==> src/rtl/knn_pkg.sv <==
// Shared types and sizing helpers for the KNN distance engine.
package knn_pkg;

  typedef enum logic [2:0] {IDLE, ACCUM, DECIDE, INSERT, VOTE, OUT} state_e;

  function automatic int chunk_f(input int max_el, input int mn);
    return (max_el < mn) ? max_el : mn;
  endfunction

  // Wide enough for M*N maximal squared differences.
  function automatic int dist_w_f(input int w, input int mn);
    return 2 * w + $clog2(mn) + 1;
  endfunction

endpackage

==> src/rtl/knn_topk_list.sv <==
// Ascending K-entry (distance, type) list with single-cycle parallel
// compare-and-shift insertion; equal distances land after existing entries.
module knn_topk_list #(
  parameter int K      = 3,
  parameter int DIST_W = 19,
  parameter int TYPE_W = 2
) (
  input  logic                        clk,
  input  logic                        rst,
  input  logic                        ins_i,
  input  logic                        clr_i,
  input  logic [DIST_W-1:0]           dist_i,
  input  logic [TYPE_W-1:0]           type_i,
  output logic [K-1:0][DIST_W-1:0]    dist_o,
  output logic [K-1:0][TYPE_W-1:0]    type_o,
  output logic [K-1:0]                vld_o
);

  // lt[g]: new entry belongs at or before slot g; monotonic since valid
  // entries are packed at the front in ascending order.
  logic [K-1:0] lt;

  for (genvar g = 0; g < K; g++) begin : g_ent
    logic [DIST_W-1:0] d_q, pd;
    logic [TYPE_W-1:0] t_q, pt;
    logic              v_q, pv;
    logic              take_new, take_prev;

    assign lt[g]     = !v_q || (dist_i < d_q);
    assign dist_o[g] = d_q;
    assign type_o[g] = t_q;
    assign vld_o[g]  = v_q;

    if (g == 0) begin : g_head
      assign take_new  = lt[0];
      assign take_prev = 1'b0;
      assign pd = '0;
      assign pt = '0;
      assign pv = 1'b0;
    end else begin : g_tail
      assign take_new  = lt[g] && !lt[g-1];
      assign take_prev = lt[g] && lt[g-1];
      assign pd = dist_o[g-1];
      assign pt = type_o[g-1];
      assign pv = vld_o[g-1];
    end

    always_ff @(posedge clk or negedge rst) begin
      if (!rst) begin
        d_q <= '0;
        t_q <= '0;
        v_q <= 1'b0;
      end else if (clr_i) begin
        v_q <= 1'b0;
      end else if (ins_i) begin
        if (take_new) begin
          d_q <= dist_i;
          t_q <= type_i;
          v_q <= 1'b1;
        end else if (take_prev) begin
          d_q <= pd;
          t_q <= pt;
          v_q <= pv;
        end
      end
    end
  end

endmodule

==> src/rtl/knn_distance_engine.sv <==
// KNN distance engine: streams chunks into a squared-distance accumulator,
// keeps the K nearest samples and votes a class every L samples.
module knn_distance_engine import knn_pkg::*; #(
  parameter int M            = 2,
  parameter int N            = 2,
  parameter int W            = 8,
  parameter int MAX_ELEMENTS = 4,
  parameter int TYPE_W       = 2,
  parameter int L            = 3,
  parameter int K            = 3,
  parameter int DIST_W       = dist_w_f(W, M * N)
) (
  input  logic                       clk,
  input  logic                       rst,
  input  logic                       read_done,
  input  logic [M*N-1:0][W-1:0]      input_data,
  input  logic [M*N-1:0][W-1:0]      training_data,
  input  logic [TYPE_W-1:0]          training_data_type,
  output logic                       data_request,
  output logic                       done,
  output logic [TYPE_W-1:0]          inferred_type,
  output logic                       inference_done
);

  localparam int MN    = M * N;
  localparam int CHUNK = chunk_f(MAX_ELEMENTS, MN);
  localparam int EW    = (MN > 1) ? $clog2(MN) : 1;
  localparam int CW    = (CHUNK > 1) ? $clog2(CHUNK) : 1;
  localparam int SW    = $clog2(L + 1);
  localparam int CNTW  = $clog2(K + 1);

  state_e                    state_q;
  logic [CHUNK-1:0][W-1:0]   a_q, b_q;
  logic [TYPE_W-1:0]         type_q, vt_q, best_q, inferred_type_q;
  logic [CW-1:0]             ci_q;
  logic [EW-1:0]             elem_q;
  logic [SW-1:0]             smp_q;
  logic [DIST_W-1:0]         acc_q, acc_d;
  logic [CNTW-1:0]           best_cnt_q, vote_cnt;
  logic                      data_request_q, done_q, inference_done_q;

  logic [W-1:0]              ea, eb, diff;
  logic [2*W-1:0]            sq;
  logic [K-1:0][DIST_W-1:0]  l_dist;
  logic [K-1:0][TYPE_W-1:0]  l_type;
  logic [K-1:0]              l_vld;

  assign ea    = a_q[ci_q];
  assign eb    = b_q[ci_q];
  assign diff  = (ea >= eb) ? ea - eb : eb - ea;
  assign sq    = diff * diff;
  assign acc_d = acc_q + DIST_W'(sq);

  always_comb begin
    vote_cnt = '0;
    for (int i = 0; i < K; i++)
      if (l_vld[i] && l_type[i] == vt_q) vote_cnt = vote_cnt + 1'b1;
  end

  knn_topk_list #(.K(K), .DIST_W(DIST_W), .TYPE_W(TYPE_W)) u_list (
    .clk    (clk),
    .rst    (rst),
    .ins_i  (state_q == INSERT),
    .clr_i  (state_q == OUT),
    .dist_i (acc_q),
    .type_i (type_q),
    .dist_o (l_dist),
    .type_o (l_type),
    .vld_o  (l_vld)
  );

  always_ff @(posedge clk or negedge rst) begin
    if (!rst) begin
      state_q          <= IDLE;
      a_q              <= '0;
      b_q              <= '0;
      type_q           <= '0;
      ci_q             <= '0;
      elem_q           <= '0;
      smp_q            <= '0;
      acc_q            <= '0;
      vt_q             <= '0;
      best_q           <= '0;
      best_cnt_q       <= '0;
      inferred_type_q  <= '0;
      data_request_q   <= 1'b0;
      done_q           <= 1'b0;
      inference_done_q <= 1'b0;
    end else begin
      data_request_q   <= 1'b0;
      done_q           <= 1'b0;
      inference_done_q <= 1'b0;
      unique case (state_q)
        IDLE: if (read_done) begin
          for (int i = 0; i < CHUNK; i++) begin
            a_q[i] <= input_data[i];
            b_q[i] <= training_data[i];
          end
          type_q  <= training_data_type;
          ci_q    <= '0;
          state_q <= ACCUM;
        end
        ACCUM: begin
          acc_q  <= acc_d;
          elem_q <= (elem_q == EW'(MN - 1)) ? '0 : elem_q + 1'b1;
          ci_q   <= ci_q + 1'b1;
          if (ci_q == CW'(CHUNK - 1)) state_q <= DECIDE;
        end
        DECIDE: begin
          // Partial sample: acc is kept across the request for the next chunk.
          if (elem_q != '0) begin
            data_request_q <= 1'b1;
            state_q        <= IDLE;
          end else begin
            state_q <= INSERT;
          end
        end
        INSERT: begin
          done_q <= 1'b1;
          acc_q  <= '0;
          smp_q  <= smp_q + 1'b1;
          if (smp_q == SW'(L - 1)) begin
            vt_q       <= '0;
            best_q     <= '0;
            best_cnt_q <= '0;
            state_q    <= VOTE;
          end else begin
            state_q <= IDLE;
          end
        end
        VOTE: begin
          // Strictly-greater replacement resolves ties to the lowest type.
          if (vote_cnt > best_cnt_q) begin
            best_cnt_q <= vote_cnt;
            best_q     <= vt_q;
          end
          vt_q <= vt_q + 1'b1;
          if (vt_q == '1) state_q <= OUT;
        end
        OUT: begin
          inferred_type_q  <= best_q;
          inference_done_q <= 1'b1;
          smp_q            <= '0;
          state_q          <= IDLE;
        end
        default: state_q <= IDLE;
      endcase
    end
  end

  assign data_request   = data_request_q;
  assign done           = done_q;
  assign inferred_type  = inferred_type_q;
  assign inference_done = inference_done_q;

endmodule

==> config.mk <==
export PLATFORM = sky130hd
export DESIGN_NAME = knn_distance_engine
export DESIGN_NICKNAME = d
export VERILOG_FILES = /design/src/rtl/knn_pkg.sv /design/src/rtl/knn_topk_list.sv /design/src/rtl/knn_distance_engine.sv
export SDC_FILE = /design/constraint.sdc
export NUM_CORES = 1
export LEC_CHECK = 0
export ABC_CLOCK_PERIOD_IN_PS = 9390
export CORE_MARGIN = 5
export CORE_UTILIZATION = 58
export CTS_BUF_LIST = sky130_fd_sc_hd__clkbuf_8
export CTS_CLUSTER_SIZE = 25
export DETAILED_ROUTE_END_ITERATION = 8
export PLACE_DENSITY_LB_ADDON = 0.25
export SYNTH_ARGS = -nofsm -noshare
export SYNTH_HDL_FRONTEND = slang
export SYNTH_SLANG_ARGS = --single-unit
export TNS_END_PERCENT = 10
==> constraint.sdc <==
create_clock -name clk -period 9.39 [get_ports clk]
set_clock_uncertainty 0.05 [all_clocks]
set_input_delay 1.878 -clock clk [delete_from_list [all_inputs] [get_ports clk]]
set_output_delay 1.878 -clock clk [all_outputs]
set_load 0.05 [all_outputs]
==> run summary, run 1 <==
Setup TNS - 0 ps
YS warnings - 0
Post-cts gate resize count - 0
Total track usage - 0.196
Die width - 152 µm
Tightest Pin Transition - 1100 ps
Cts hold-fix bufs - 0
Routed Antenna Nets - 0
Crit path from - ci_q[0]
First-pass iteration count of the detailed router - 4
Row cnt - 52
Setup crit end - acc_q[16]
Ys async rst share - 1.00
Post-synth EDFFs - 0
DR vias - 7905
Largest net degree at the start of global routing - 98
Clk Latency, worst-skew pair - 480 ps
Gr ovfl total - 0
WL/cell - 14.9 µm
CP endpoint kind - register
Max_cap viols - 0
Top cells by count, synth - 171 x dfrtp_1, 165 x inv_1, 119 x ha_1
Vias in the first global route - 8035
Gpl congestion - 0.854
Peak fanout along the critical path - 14
Post-CTS Setup Bufs - 0
Die area - 23100 µm²
Setup CP Type - reg -> reg
Total CTS buffers - 17
Max layer used - met4
Slew Limit Fails - 0
Outcome - finished clean
Max Root-Sink Buffers - 2
R2r setup slk - 1660 ps
Yosys top cell area share - 0.365
Starting density of the core - 0.584
Setup Viol. Count Final - 0
Drt initial violations - 281
Slew headroom - 0.269
Post-layout nets - 1412
Port bufs - 73
H-tree Lvls - 4
Crit Reg-Reg Endpoint - acc_q[16]
Initial antenna violation count - 0
Clk root buf - clkbuf_8
Syn_area_per_cell - 10.4 µm²
RSZ-0062 raised after global routing - no
DPL Wire Length - 17.0 mm
Tcrit/Tclk final - 0.823
Fin. Hold Viols - 0
Syn Std Cell Area - 11700 µm²
Die extent in y - 152 µm
Fin crit period - 7730 ps
P&R area growth vs syn - 11.3%
CTS tree - built
Max Freq - 129 MHz
Cell taking the most area after synthesis - dfrtp_1
Clk slew on worst S/H paths - 100 ps
R2R depth - 24
Residual DRC - 0
Cells after synthesis - 1126
Yosys reg bits - 171
Diodes inserted - 0
Sequential share of the synthesized area - 0.365
WL met2 - 10.5 mm
Setup crit start kind - register
RR Startpoint - ci_q[0]
Global-route wire length before repair - 38.1 mm
Hold WC Path Type - reg -> reg
Clock sink count - 171
Final WL - 21.9 mm
Layout cells sized above 1 - 0.123
M1 wire length - 10.2 mm
Most instantiated library cell after synthesis - dfrtp_1
Net Count, Synth - 1355
Routed met3 length - 737 µm
Core area - 20000 µm²
Area contributors post-synth - dfrtp_1 37%, ha_1 13%, fa_1 7.0%
Io pins - 74
Main synth FF type - dfrtp_1
Critical path required time - 9690 ps
Worst EP arrival - 8030 ps
DR vias/cell - 5.40
Yosys cell types - 68
==> sequential cells by signal, indices dropped and copies added (netlist names), 3 cells and up <==
register,count
u_list.g_ent.t_q,6
acc_q,19
a_q,32
u_list.g_ent.v_q,3
u_list.g_ent.d_q,57
b_q,32
state_q,3
==> metrics by stage <==
| stage | setup WS [ps] | utilization | instances | hold WS, ps | area (µm²) |
|---|---|---|---|---|---|
| 2_1_floorplan | 2160 | - | 1126 | 400 | 11700 |
| 3_3_place_gp | 1800 | 0.631 | 1434 | 411 | 12600 |
| 3_5_place_dp | 1640 | 0.631 | 1434 | 420 | 12600 |
| 4_1_cts | 1590 | 0.650 | 1465 | 444 | 13000 |
| 5_1_grt | 951 | 0.650 | 1465 | 461 | 13000 |
| 6_report | 1660 | 0.650 | 1465 | 437 | 13000 |
==> metal layers <==
metal  global-route usage  vias to the layer above
li1                     -                     3939
met1                0.265                     3829
met3               0.0347                       31
met2                0.324                      106
met5                    0                        -
met4               0.0608                        0
==> logic make-up after synthesis <==
kind of cell,after synthesis,share of synthesized area
simple gates,217,0.0867
buf+inv,207,0.0702
compound gates,188,0.0978
flops,171,0.365
fa+ha+maj,160,0.197
mux,153,0.157
xor+xnor,30,0.0256
==> how the worst min path moves through the flow <==
stage	start	to	slack, ps	cells after the start
CTS	u_list.g_ent[2].d_q[11]	u_list.g_ent[2].d_q[11]	440	2
global placement	u_list.g_ent[2].d_q[2]	u_list.g_ent[2].d_q[2]	410	2
finish	u_list.g_ent[2].d_q[11]	u_list.g_ent[2].d_q[11]	440	2
floorplan	u_list.g_ent[2].d_q[11]	u_list.g_ent[2].d_q[11]	400	2
detailed placement	u_list.g_ent[2].d_q[17]	u_list.g_ent[2].d_q[17]	420	2
global route	u_list.g_ent[2].d_q[5]	u_list.g_ent[2].d_q[5]	460	2
==> layout make-up <==
cell class                      instances  area [µm²]
Fill cell                            1639        7010
Clock buffer                           17         234
Sequential cell                       171        4280
Timing Repair Buffer                   80         785
Clock inverter                         14         155
Inverter                              165         619
Tap cell                              270         338
Multi-Input combinational cell        748        6620
==> placed cells by master, fill, tap and decap left out, types with 4 or more instances in the layout <==
| master | count |
|---|---|
| a21o_1 | 19 |
| a21oi_1 | 44 |
| a31oi_1 | 6 |
| buf_4 | 7 |
| clkbuf_8 | 17 |
| clkdlybuf4s50_1 | 72 |
| clkinv_8 | 4 |
| dfrtp_1 | 171 |
| fa_1 | 41 |
| ha_1 | 119 |
| inv_1 | 165 |
| mux2_1 | 14 |
| mux2_2 | 69 |
| mux2i_1 | 53 |
| mux4_2 | 16 |
| nand2_1 | 94 |
| nand2b_1 | 13 |
| nand3_1 | 23 |
| nand4_1 | 8 |
| nor2_1 | 41 |
| nor2b_1 | 6 |
| nor3_1 | 5 |
| o21ai_0 | 71 |
| o21ai_1 | 8 |
| o22ai_1 | 4 |
| o31ai_1 | 5 |
| or2_1 | 4 |
| or2_2 | 4 |
| xnor2_1 | 18 |
| xor2_1 | 7 |
==> worst max-delay path, cell delays in order, from the launching register on <==
cell       delay [ps]
dfrtp_1           890
buf_4             290
mux4_2            520
ha_1              420
nand4_1           190
a31oi_2           260
nor2_4            100
a2111oi_2         280
a31oi_1           110
xnor2_2           350
nor2_1            120
fa_1              560
fa_1              540
fa_1              540
inv_1              50
fa_1              520
inv_1              40
ha_1              350
and3_1            220
nand3_1            90
nor3_1             50
nor2_1            290
a311oi_1          160
or3_1             330
a32o_1            250
Power of run 1 is not shown: default switching activity piles up to over one toggle a cycle in this logic, so the estimate is an artifact.
==> inputs of run 2 (changes only) <==
ABC_CLOCK_PERIOD_IN_PS = 7500   (was 9390)
clock period = 7.5 ns   (was 9.39 ns; I/O delays follow)
==> run 2 against run 1 <==
  * Die area stayed put
  * Fmax is 9.6% higher
  * Final cell count is 0.89% higher
  * Sequential share of layout area is 0.31 points lower
  * Utilization is 0.61 points higher
  * Global-route usage is 0.059 points lower
  * Register-to-register slack worse by 1200 ps
==> run summary, run 2 (synthesis results as in run 1) <==
Outcome - finished clean
Max Root-Sink Buffers - 2 (unchanged)
Tcrit/Tclk final - 0.940 (+0.117)
Core area - 20000 µm² (unchanged)
Setup crit start kind - register
DPL Wire Length - 17.1 mm (+0.62%)
Design area - 13200 µm² (+0.94%)
R2R depth - 26 (+8.3%)
Most common cell after layout, fill and taps aside - dfrtp_1
Worst EP arrival - 7360 ps (-670 ps)
Top Registers - u_list.g_ent.d_q (57), a_q (32), b_q (32)
Layout cells sized above 1 - 0.137 (+0.0136)
Peak fanout along the critical path - 13 (-1)
Slew Limit Fails - 0 (unchanged)
DR vias/cell - 5.38 (-0.25%)
Slew headroom - 0.308 (+0.0383)
Commonest non-fill, non-tap cells in the layout - 171 x dfrtp_1, 166 x inv_1, 119 x ha_1
Drt initial violations - 242 (-14%)
Die width - 152 µm (unchanged)
Post-layout nets - 1424 (+0.85%)
CTS tree - built
H-tree Lvls - 4 (unchanged)
Routed Antenna Nets - 0 (unchanged)
Fin. Hold Viols - 0 (unchanged)
Die extent in y - 152 µm (unchanged)
WHS Path Cells - 2 (unchanged)
Clk root buf - clkbuf_8
Largest net degree at the start of global routing - 80 (-18%)
Io pins - 74 (unchanged)
Biggest register - u_list.g_ent.d_q
CP endpoint kind - register
P&R area growth vs syn - 12.3%
Row cnt - 52 (unchanged)
Max reg flops - 57 (unchanged)
Fin crit period - 7050 ps (-680 ps)
Max_cap viols - 0 (unchanged)
First-pass iteration count of the detailed router - 4 (unchanged)
Gr ovfl total - 0 (unchanged)
Initial antenna violation count - 0 (unchanged)
Max Freq - 142 MHz (+9.6%)
Cts hold-fix bufs - 0 (unchanged)
Gpl congestion - 0.834 (-2.4%)
Clock sink count - 171 (unchanged)
Critical path required time - 7820 ps (-1870 ps)
Hold WC Path Type - reg -> reg
Clk slew on worst S/H paths - 100 ps (about the same)
WL/cell - 14.8 µm (-0.92%)
Total CTS buffers - 17 (unchanged)
Total track usage - 0.195 (-0.000592)
Vias in the first global route - 8182 (+1.8%)
Final WL - 21.9 mm (about the same)
Setup CP Type - reg -> reg
Multi-input logic area - 6650 µm² (+0.43%)
Starting density of the core - 0.584 (unchanged)
Global-route wire length before repair - 38.1 mm (about the same)
Post-DP Area - 12700 µm² (+0.48%)
Fillers - 1642 (+0.18%)
Tightest Pin Transition - 1040 ps (-57.4 ps)
Diodes inserted - 0 (unchanged)
Reg area - 4280 µm² (unchanged)
Port bufs - 73 (unchanged)
Setup Viol. Count Final - 0 (unchanged)
Residual DRC - 0 (unchanged)
Die area - 23100 µm² (unchanged)
DR vias - 7955 (+0.63%)
Clk Latency, worst-skew pair - 480 ps (about the same)
## run 2: changes by cell type in the layout (fill, tap and decap cells not counted), sizes merged
cell	before	now
clkinv	7	6
inv	170	172
buf	8	20
## run 2: worst max-delay path: stages (launching register included)
cell	delay [ps]
dfrtp_1	370
buf_6	200
mux4_2	540
inv_1	80
ha_1	150
inv_1	50
fa_1	390
nand3_1	120
a31oi_2	130
nor2_4	220
mux2i_1	300
xor2_2	380
nor2_1	110
fa_1	530
fa_1	530
fa_1	540
inv_1	50
fa_1	520
inv_1	40
ha_1	350
and3_1	210
nand4_1	90
nand2_1	70
nor2_2	210
a311oi_2	140
or3_1	320
a32o_1	240
## run 2: final cells by class
cell class,count,area share
clock inverters,15,0.0118
clock buffers,17,0.0178
flip-flops and latches,171,0.325
multi-input cells,748,0.506
well taps,270,0.0257
repair buffers,92,0.0668
inverters,165,0.0471
## run 2: timing repair
item | 4_1_cts | 5_1_grt
resized for setup | 0 | 8
setup endpoints to repair | 0 | 5
setup buffers | 0 | 4
endpoints found under the hold margin | 0 | 0
## run 2: path summary, 6_finish.rpt
path                                        start                endpoint  slack, ps
setup / recovery                          ci_q[0]               acc_q[16]        450
hold / removal             u_list.g_ent[2].d_q[1]  u_list.g_ent[2].d_q[1]        440
min in group asynchronous                     rst  u_list.g_ent[2].d_q[1]        990
max in group asynchronous                     rst                 a_q[31]       5270
hold reg to reg            u_list.g_ent[2].d_q[1]  u_list.g_ent[2].d_q[1]        440
setup reg to reg                          ci_q[0]               acc_q[16]        450
## run 2: per-stage QoR
step,utilization,worst slack [ps],TNS (ps),std cells,hold WS [ps]
3_5_place_dp,0.634,286,0,1442,420
2_1_floorplan,-,266,0,1126,400
3_3_place_gp,0.634,410,0,1442,411
5_1_grt,0.656,-4.10,-4.10,1478,460
4_1_cts,0.653,244,0,1474,444
6_report,0.656,453,0,1478,436
## run 2: per-layer routing
layer | vias to the layer above | GRT usage | part of all wire
met5 | - | 0 | 0
met4 | 0 | 0.0544 | 0.017
met3 | 25 | 0.0319 | 0.031
met2 | 118 | 0.330 | 0.49
met1 | 3856 | 0.263 | 0.47
li1 | 3956 | - | -
Power of run 2 is left out for the same reason.
